==> config.mk <==
export PLATFORM = sky130hd
export DESIGN_NAME = rle_decoder
export DESIGN_NICKNAME = d
export VERILOG_FILES = /design/src/rtl/rle_pkg.sv /design/src/rtl/rle_bit_packer.sv /design/src/rtl/rle_decoder.sv
export SDC_FILE = /design/constraint.sdc
export NUM_CORES = 1
export LEC_CHECK = 0
export CAP_MARGIN = 10
export CELL_PAD_IN_SITES_DETAIL_PLACEMENT = 1
export CELL_PAD_IN_SITES_GLOBAL_PLACEMENT = 1
export CORE_ASPECT_RATIO = 1.1
export CORE_MARGIN = 1.5
export CORE_UTILIZATION = 35
export CTS_BUF_LIST = sky130_fd_sc_hd__clkbuf_8
export CTS_CLUSTER_DIAMETER = 200
export DETAILED_ROUTE_END_ITERATION = 10
export PLACE_DENSITY = 0.72
export SLEW_MARGIN = 10
export SYNTH_ARGS = -nofsm -noshare
export SYNTH_HDL_FRONTEND = slang
export SYNTH_SLANG_ARGS = --single-unit
==> constraint.sdc <==
create_clock -name clk -period 4.73 [get_ports clk]
set_clock_uncertainty 0.05 [all_clocks]
set_input_delay 0.946 -clock clk [delete_from_list [all_inputs] [get_ports clk]]
set_output_delay 0.946 -clock clk [all_outputs]
set_load 0.02 [all_outputs]
==> src/rtl/rle_pkg.sv <==
// Shared run-word layout and widths for the RLE encoder/decoder pair.
package rle_pkg;
  localparam int RUN_W   = 24;
  localparam int LEN_W   = 23;
  localparam int BYTE_W  = 8;
  localparam int VAL_BIT = RUN_W - 1;

  typedef struct packed {
    logic             val;
    logic [LEN_W-1:0] len;
  } run_t;

  // Width of a counter that must hold 0..w inclusive.
  function automatic int fill_bits(int w);
    return $clog2(w + 1);
  endfunction
endpackage

==> src/rtl/rle_bit_packer.sv <==
// Next-state for the byte packing register: shifts in n copies of the run bit, restarts on xfer.
// Combinational, no backpressure of its own; flush left-aligns the partial byte and empties acc.
module rle_bit_packer
  import rle_pkg::*;
#(
  parameter int BYTE_W = rle_pkg::BYTE_W,
  parameter int FW     = fill_bits(BYTE_W)
) (
  input  logic [BYTE_W-1:0] acc,
  input  logic [FW-1:0]     fill,
  input  logic              val,
  input  logic [FW-1:0]     n,
  input  logic              xfer,
  input  logic              flush,
  output logic [BYTE_W-1:0] acc_nxt,
  output logic [FW-1:0]     fill_nxt,
  output logic [BYTE_W-1:0] flush_byte
);
  logic [BYTE_W-1:0] base;
  logic [BYTE_W-1:0] mask;

  assign base       = xfer ? '0 : acc;
  // n may equal BYTE_W, so build the ones mask by inverting a shifted all-ones word.
  assign mask       = ~({BYTE_W{1'b1}} << n);
  assign flush_byte = acc << (FW'(BYTE_W) - fill);

  always_comb begin
    acc_nxt  = (base << n) | (val ? mask : '0);
    fill_nxt = (xfer ? '0 : fill) + n;
    if (flush) begin
      acc_nxt  = '0;
      fill_nxt = '0;
    end
  end
endmodule

==> src/rtl/rle_decoder.sv <==
// Run-length decoder: {bit, length} run words in, MSB-first bytes out; first byte valid 3 cycles after accept.
// Takes a new run only once the current one is expanded; expansion stalls when a full byte meets a blocked output.
module rle_decoder #(
  parameter int RUN_W  = 24,
  parameter int LEN_W  = 23,
  parameter int BYTE_W = 8
) (
  input  logic              clk,
  input  logic              reset,
  input  logic [RUN_W-1:0]  run_data,
  input  logic              run_valid,
  output logic              run_ready,
  input  logic              flush,
  output logic [BYTE_W-1:0] byte_data,
  output logic              byte_valid,
  input  logic              byte_ready,
  output logic              busy,
  output logic              err_zero_len
);
  import rle_pkg::*;
  localparam int FW = fill_bits(BYTE_W);

  logic              val;
  logic [LEN_W-1:0]  rem;
  logic [BYTE_W-1:0] acc, acc_nxt, flush_byte;
  logic [FW-1:0]     fill, fill_nxt, free, n;
  logic              flush_pend, full, out_free, xfer, accept, do_flush, flush_done;

  assign full     = fill == FW'(BYTE_W);
  assign out_free = !byte_valid || byte_ready;
  assign xfer     = full && out_free;
  assign free     = xfer ? FW'(BYTE_W) : FW'(BYTE_W) - fill;
  assign n        = (rem < LEN_W'(free)) ? FW'(rem) : free;

  assign run_ready = !reset && rem == '0 && !flush_pend;
  assign accept    = run_valid && run_ready;

  // A full byte always leaves through the normal xfer path before the flush retires.
  assign do_flush   = flush_pend && rem == '0 && fill != '0 && !full && out_free;
  assign flush_done = flush_pend && rem == '0 && (fill == '0 || do_flush);

  assign busy = rem != '0 || fill != '0 || byte_valid || flush_pend;

  rle_bit_packer #(.BYTE_W(BYTE_W), .FW(FW)) u_packer (
    .acc        (acc),
    .fill       (fill),
    .val        (val),
    .n          (n),
    .xfer       (xfer),
    .flush      (do_flush),
    .acc_nxt    (acc_nxt),
    .fill_nxt   (fill_nxt),
    .flush_byte (flush_byte)
  );

  always_ff @(posedge clk) begin
    if (reset) begin
      val          <= 1'b0;
      rem          <= '0;
      acc          <= '0;
      fill         <= '0;
      flush_pend   <= 1'b0;
      byte_data    <= '0;
      byte_valid   <= 1'b0;
      err_zero_len <= 1'b0;
    end else begin
      acc  <= acc_nxt;
      fill <= fill_nxt;
      if (accept) begin
        val <= run_data[RUN_W-1];
        rem <= run_data[LEN_W-1:0];
      end else begin
        rem <= rem - LEN_W'(n);
      end
      err_zero_len <= accept && run_data[LEN_W-1:0] == '0;

      if (xfer) begin
        byte_data  <= acc;
        byte_valid <= 1'b1;
      end else if (do_flush) begin
        byte_data  <= flush_byte;
        byte_valid <= 1'b1;
      end else if (byte_valid && byte_ready) begin
        byte_valid <= 1'b0;
      end

      // A flush arriving while one is still pending is absorbed.
      if (flush_done) flush_pend <= 1'b0;
      else if (flush) flush_pend <= 1'b1;
    end
  end
endmodule

# Word level (Yosys, flattened, before mapping)
# Index checks and enable logic that the tools add are counted.
dict set report classes {
  n_reduce_logical 29
  bitwise 2
  n_shift 3
  order_cmp 1
  n_addsub 3
  n_eq_ne 1
  mux 11
}
# op n
set op_table {}
lappend op_table {{23-bit zero test} 2}
lappend op_table {{8-bit two-way mux} 4}
lappend op_table {{23-bit by 4-bit < comparator with 1-bit output} 1}
lappend op_table {{23-bit two-way mux} 1}
lappend op_table {{23-bit nonzero test} 1}
lappend op_table {{23-bit by 4-bit subtractor with 23-bit output} 1}
lappend op_table {{8-bit by 4-bit left shift with 8-bit output} 2}
lappend op_table {{4-bit two-way mux} 3}
lappend op_table {{1-bit logical AND} 11}
lappend op_table {{8-bit inverter} 1}
lappend op_table {{8-bit OR} 1}
lappend op_table {{8-bit by 4-bit left shift with 8-bit output, first input constant} 1}
lappend op_table {{1-bit logical OR} 5}
lappend op_table {{4-bit adder} 1}
lappend op_table {{4-bit equality test, second input constant} 1}
lappend op_table {{1-bit zero test} 4}
lappend op_table {{4-bit zero test} 1}
lappend op_table {{4-bit nonzero test} 1}
lappend op_table {{2-bit OR reduction} 2}
lappend op_table {{4-bit subtractor, first input constant} 1}
lappend op_table {{1-bit two-way mux} 3}
lappend op_table {{3-bit nonzero test} 1}
lappend op_table {{2-bit nonzero test} 1}
dict set report word_totals {
  output_inout_bits 12
  reg_bits 47
  input_bits 29
  elab_cells 58
}

# Depth between registers and ports, before layout
dict set report depth {
  depth_word 10
  depth_mapped 27
  depth_no_buf 24
}

# Cells and area by module
# A second synthesis with hierarchy kept.
dict set report unflattened {
  cells_unflattened 411
  area_unflattened_um2 3447.1
}
# mod instances seq_area_each_um2 cells_per_inst area_each_um2
set modules_own_cells {}
lappend modules_own_cells {rle_decoder 1 940.9 297 2625.0}
lappend modules_own_cells {rle_bit_packer 1 0.0 114 822.0}

# Worst setup path after synthesis
# OpenSTA, ideal clock, no wires.
dict set report synth_timing {
  kind {input port to flip-flop}
  from {input byte_ready}
  to {register rem[12]}
  t_required_ps 4589
  arrival_ps 4663
  path_buffers 1
  slack_ps -74
  setup_ps 91
  cell_stages 22
  cell_sequence {nor2b_1 -> nor2_1 -> nor2_1 -> inv_1 -> ha_1 -> o21a_1 -> a21o_1 -> maj3_2 -> nor3_1 -> a21oi_2 -> inv_2 -> ha_1 -> inv_1 -> ha_1 -> nor2_1 -> nand2_1 -> a22oi_1 -> a21o_1 -> buf_6 -> nand2_2 -> or4_1 -> a311oi_1}
}
dict set report synth_between {
  elab_chain_len 7
}
# item line_no
set synth_rtl {}
lappend synth_rtl {{from (decl)} rle_decoder.sv:16} ;# input logic byte_ready,
lappend synth_rtl {{1-bit logical OR *} rle_decoder.sv:30} ;# assign out_free = !byte_valid || byte_ready;
lappend synth_rtl {{1-bit logical AND *} rle_decoder.sv:31} ;# assign xfer = full && out_free;
lappend synth_rtl {{4-bit two-way mux *} rle_decoder.sv:32} ;# assign free = xfer ? FW'(BYTE_W) : FW'(BYTE_W) - fill;
lappend synth_rtl {{23-bit by 4-bit < comparator with 1-bit output} rle_decoder.sv:33} ;# assign n = (rem < LEN_W'(free)) ? FW'(rem) : free;
lappend synth_rtl {{4-bit two-way mux *} rle_decoder.sv:33}
lappend synth_rtl {{23-bit by 4-bit subtractor with 23-bit output *} rle_decoder.sv:73} ;# rem <= rem - LEN_W'(n);
lappend synth_rtl {{23-bit two-way mux *} rle_decoder.sv:69} ;# if (accept) begin
lappend synth_rtl {{to (signal assigned)} rle_decoder.sv:71} ;# rem <= run_data[LEN_W-1:0];
lappend synth_rtl {{to (signal assigned)} rle_decoder.sv:73}
lappend synth_rtl {{to (decl)} rle_decoder.sv:24} ;# logic [LEN_W-1:0] rem;
# Every way passes the cells marked *; elsewhere a longest branch is shown, timed or not.
# A chain may end at the register's enable or synchronous reset.

# Worst setup path in the final report
dict set report layout_timing {
  from {register rem[12]}
  to {output busy}
}
dict set report layout_between {
  elab_chain_len 4
}
# item line_no
set layout_rtl {}
lappend layout_rtl {{23-bit nonzero test} rle_decoder.sv:42} ;# assign busy = rem != '0 || fill != '0 || byte_valid || flush_pend;
lappend layout_rtl {{1-bit logical OR (3 in a row)} rle_decoder.sv:42}
lappend layout_rtl {{to (decl)} rle_decoder.sv:17} ;# output logic busy,
# No other way between the ends.

==> out/results.txt <==
Mean area per synthesized cell: 7.83 sq um
Met2 GRT Util: 41.3%
Worst Setup Path Type: reg2out
WL final: 10.3 mm
Met3 GRT Util: 2.78%
Synth Area in Simple Gates: 26.9%
Main combinational cell family by area after synthesis: simple AND/OR/NAND/NOR gates
Synth Instances: 408
Nets: 500
Most common cell after layout, fill and taps aside: nand2_1
Status: completed
Hold slack: 0.449 ns
Ports: 41
Least-Margin Pin Slew: 0.790 ns
Max FO, Critical Path: 7
GRT Max-Usage Layer: met2
Worst r2r path cells: 25
TritonCTS clock tree: done
Num CTS Buffers: 5
Ant diodes: 0
Post-route DRC: 0
R2r endpoint: rem[22]
Detail Route Antenna Nets: 0
Mux cell area share after synthesis: 9.36%
Final setup viols: 0
H-tree depth: 2
Slew margin rel.: 46.8%
Synth Area in XOR/XNOR: 4.39%
Clock latency at the later pin of the worst-skew pair: 0.31 ns
Core area: 8870 sq um
Worst-path clk slew: 0.09 ns
MaxCap Viol Count: 0
Share of post-route cells with drive strength above 1: 14.2%
First-pass DRT Iterations: 4
Total grt overflow: 0
Post-synth EDFFs: 0
DP Area: 3850 sq um
GR Util All Layers: 22.6%
GP Congestion: 0.903
Pins Over Slew Limit: 0
Min Tclk post-route: 4.38 ns
Starting density of the core: 36.0%
Critical path endpoint: busy
CP Data Required Time: 3.73 ns
Detailed placement HPWL: 7.81 mm
CTS Sinks: 47
R2r setup slk: 0.46 ns
Pwr dens: 489 nW/um^2
Design Area, Final: 3990 sq um
Ys flop type: dfxtp_1
Most frequent cells in the layout: nand2_1 (48), dfxtp_1 (47), nor2_1 (45)
Total Die Area: 9710 sq um
Final Hold Viols: 0
CP Capture Type: output pin
Maximum vdd drop: 0.226 mV
Syn_nets: 444
Syn. warnings: 0
Hold Crit Class: reg2reg
Global-route wire length before repair: 17.1 mm
Adder-cell share of the synthesized area: 3.76%
Worst EP arrival: 3.38 ns
Pleak: 1.50 nW
Setup TNS: 0 ns
Drt wl/cell: 17.8 um
IO Port Bufs: 40
Unrepaired setup endpoints after global routing: no
Synthesized flop and latch total: 47
Tcrit/Tclk final: 92.6%
Fmax achieved: 0.228 GHz
Compound-gate portion of the synthesized area: 21.0%
Total power: 1.95 mW
Sequential area share after synthesis: 29.4%
Grt met1 use: 28.8%
Area Overhead vs Synth: 24.7%
Clock Root Buffer: clkbuf_8
Initial antenna violation count: 0
Finished Core Util: 44.9%
Vias in the first global route: 3,369
Largest net degree at the start of global routing: 33
Clock Path Buffers: 2
Worst setup SP type: flop
Die Ht: 103 um
Core Rows: 36
Post-synthesis async set-or-reset flop share: 0%
Total number of vias: 3,254
Post-synth cell types: 57
DR vias/cell: 5.62
Die X: 94.1 um
Beginning of the critical path: rem[12]
First-iteration detailed-routing DRC count: 154
Cell Area, Synth: 3200 sq um
R2r startpoint: fill[1]
kinds of logic after synthesis:
logic type,Yosys count
compound gates,101
xor+xnor,16
fa+ha+maj,10
buf+inv,35
flops,47
mux,23
simple gates,176
per-layer routing:
layer	part of all wire, %	vias up
met3	2.1	5
li1	-	1595
met5	0	-
met2	51	54
met4	0.57	0
met1	47	1600
flip-flops by register name, summed over array words and instances, names as in the netlist:
register / count
rem: 23
acc: 8
byte_data: 8
fill: 4
byte_valid: 1
err_zero_len: 1
flush_pend: 1
val: 1
area by class of cell:
class                           instances  area [sq um]
Fill cell                            1078          4890
Tap cell                              114           143
Clock buffer                            5          68.8
Multi-Input combinational cell        326          2130
Timing Repair Buffer                   71           636
Sequential cell                        47           941
Clock inverter                          3          16.3
Inverter                               13          48.8
where the power goes:
group          internal (mW)  total [mW]  switching (mW)
registers              0.482       0.593           0.110
clock network          0.102       0.252           0.150
logic                  0.477        1.11           0.629
worst min path at each step:
stage	start	endpoint	cells after the start
finish	acc[7]	byte_data[7]	2
global route	byte_data[7]	byte_data[7]	2
CTS	acc[7]	byte_data[7]	2
detailed placement	acc[7]	byte_data[7]	2
global placement	byte_data[1]	byte_data[1]	2
floorplan	acc[7]	byte_data[7]	2
timing repair:
action | in CTS | in global routing
setup buffers | 0 | 1
endpoints found under the setup margin | 0 | 19
gates resized for setup | 0 | 11
hold buffers | 0 | 0
through the flow:
stage / instances / worst slack, ns
5_1_grt: 579 / 0.135
6_report: 579 / 0.350
2_1_floorplan: 408 / 0.0174
3_5_place_dp: 570 / -0.247
3_3_place_gp: 570 / -0.119
4_1_cts: 578 / 0.0400
Yosys cell counts, types with 3 or more instances:
cell type	n	area (sq um)
and3_1	4	25.0
mux2i_1	16	160
o21ai_0	23	115
o311a_1	6	60.1
nand3_1	12	60.1
nor2_1	47	176
nor3_1	19	95.1
dfxtp_1	47	941
xor2_1	11	96.3
nand2_1	48	180
mux4_2	4	90.1
o211ai_1	4	30.0
a31oi_1	7	43.8
buf_6	4	45.0
a21oi_1	16	80.1
a21o_1	4	30.0
clkbuf_1	15	56.3
o31a_1	3	26.3
xnor2_1	5	43.8
nand2b_1	9	56.3
nor4_1	13	81.3
a22oi_1	3	22.5
or3_1	4	25.0
ha_1	7	87.6
nand4_1	3	18.8
a211oi_1	16	120
o21a_1	5	37.5
inv_1	12	45.0
and2_1	4	25.0
critical path, stage by stage (launching register included):
cell             delay (ns)
dfxtp_1                0.34
nor4_1                 0.43
and3_1                 0.39
nand4b_2               0.30
nor2_1                 0.42
nand2_1                0.15
or4_1                  0.49
clkdlybuf4s50_1        0.55
No activity file was read; power rests on OpenSTA's default activity.
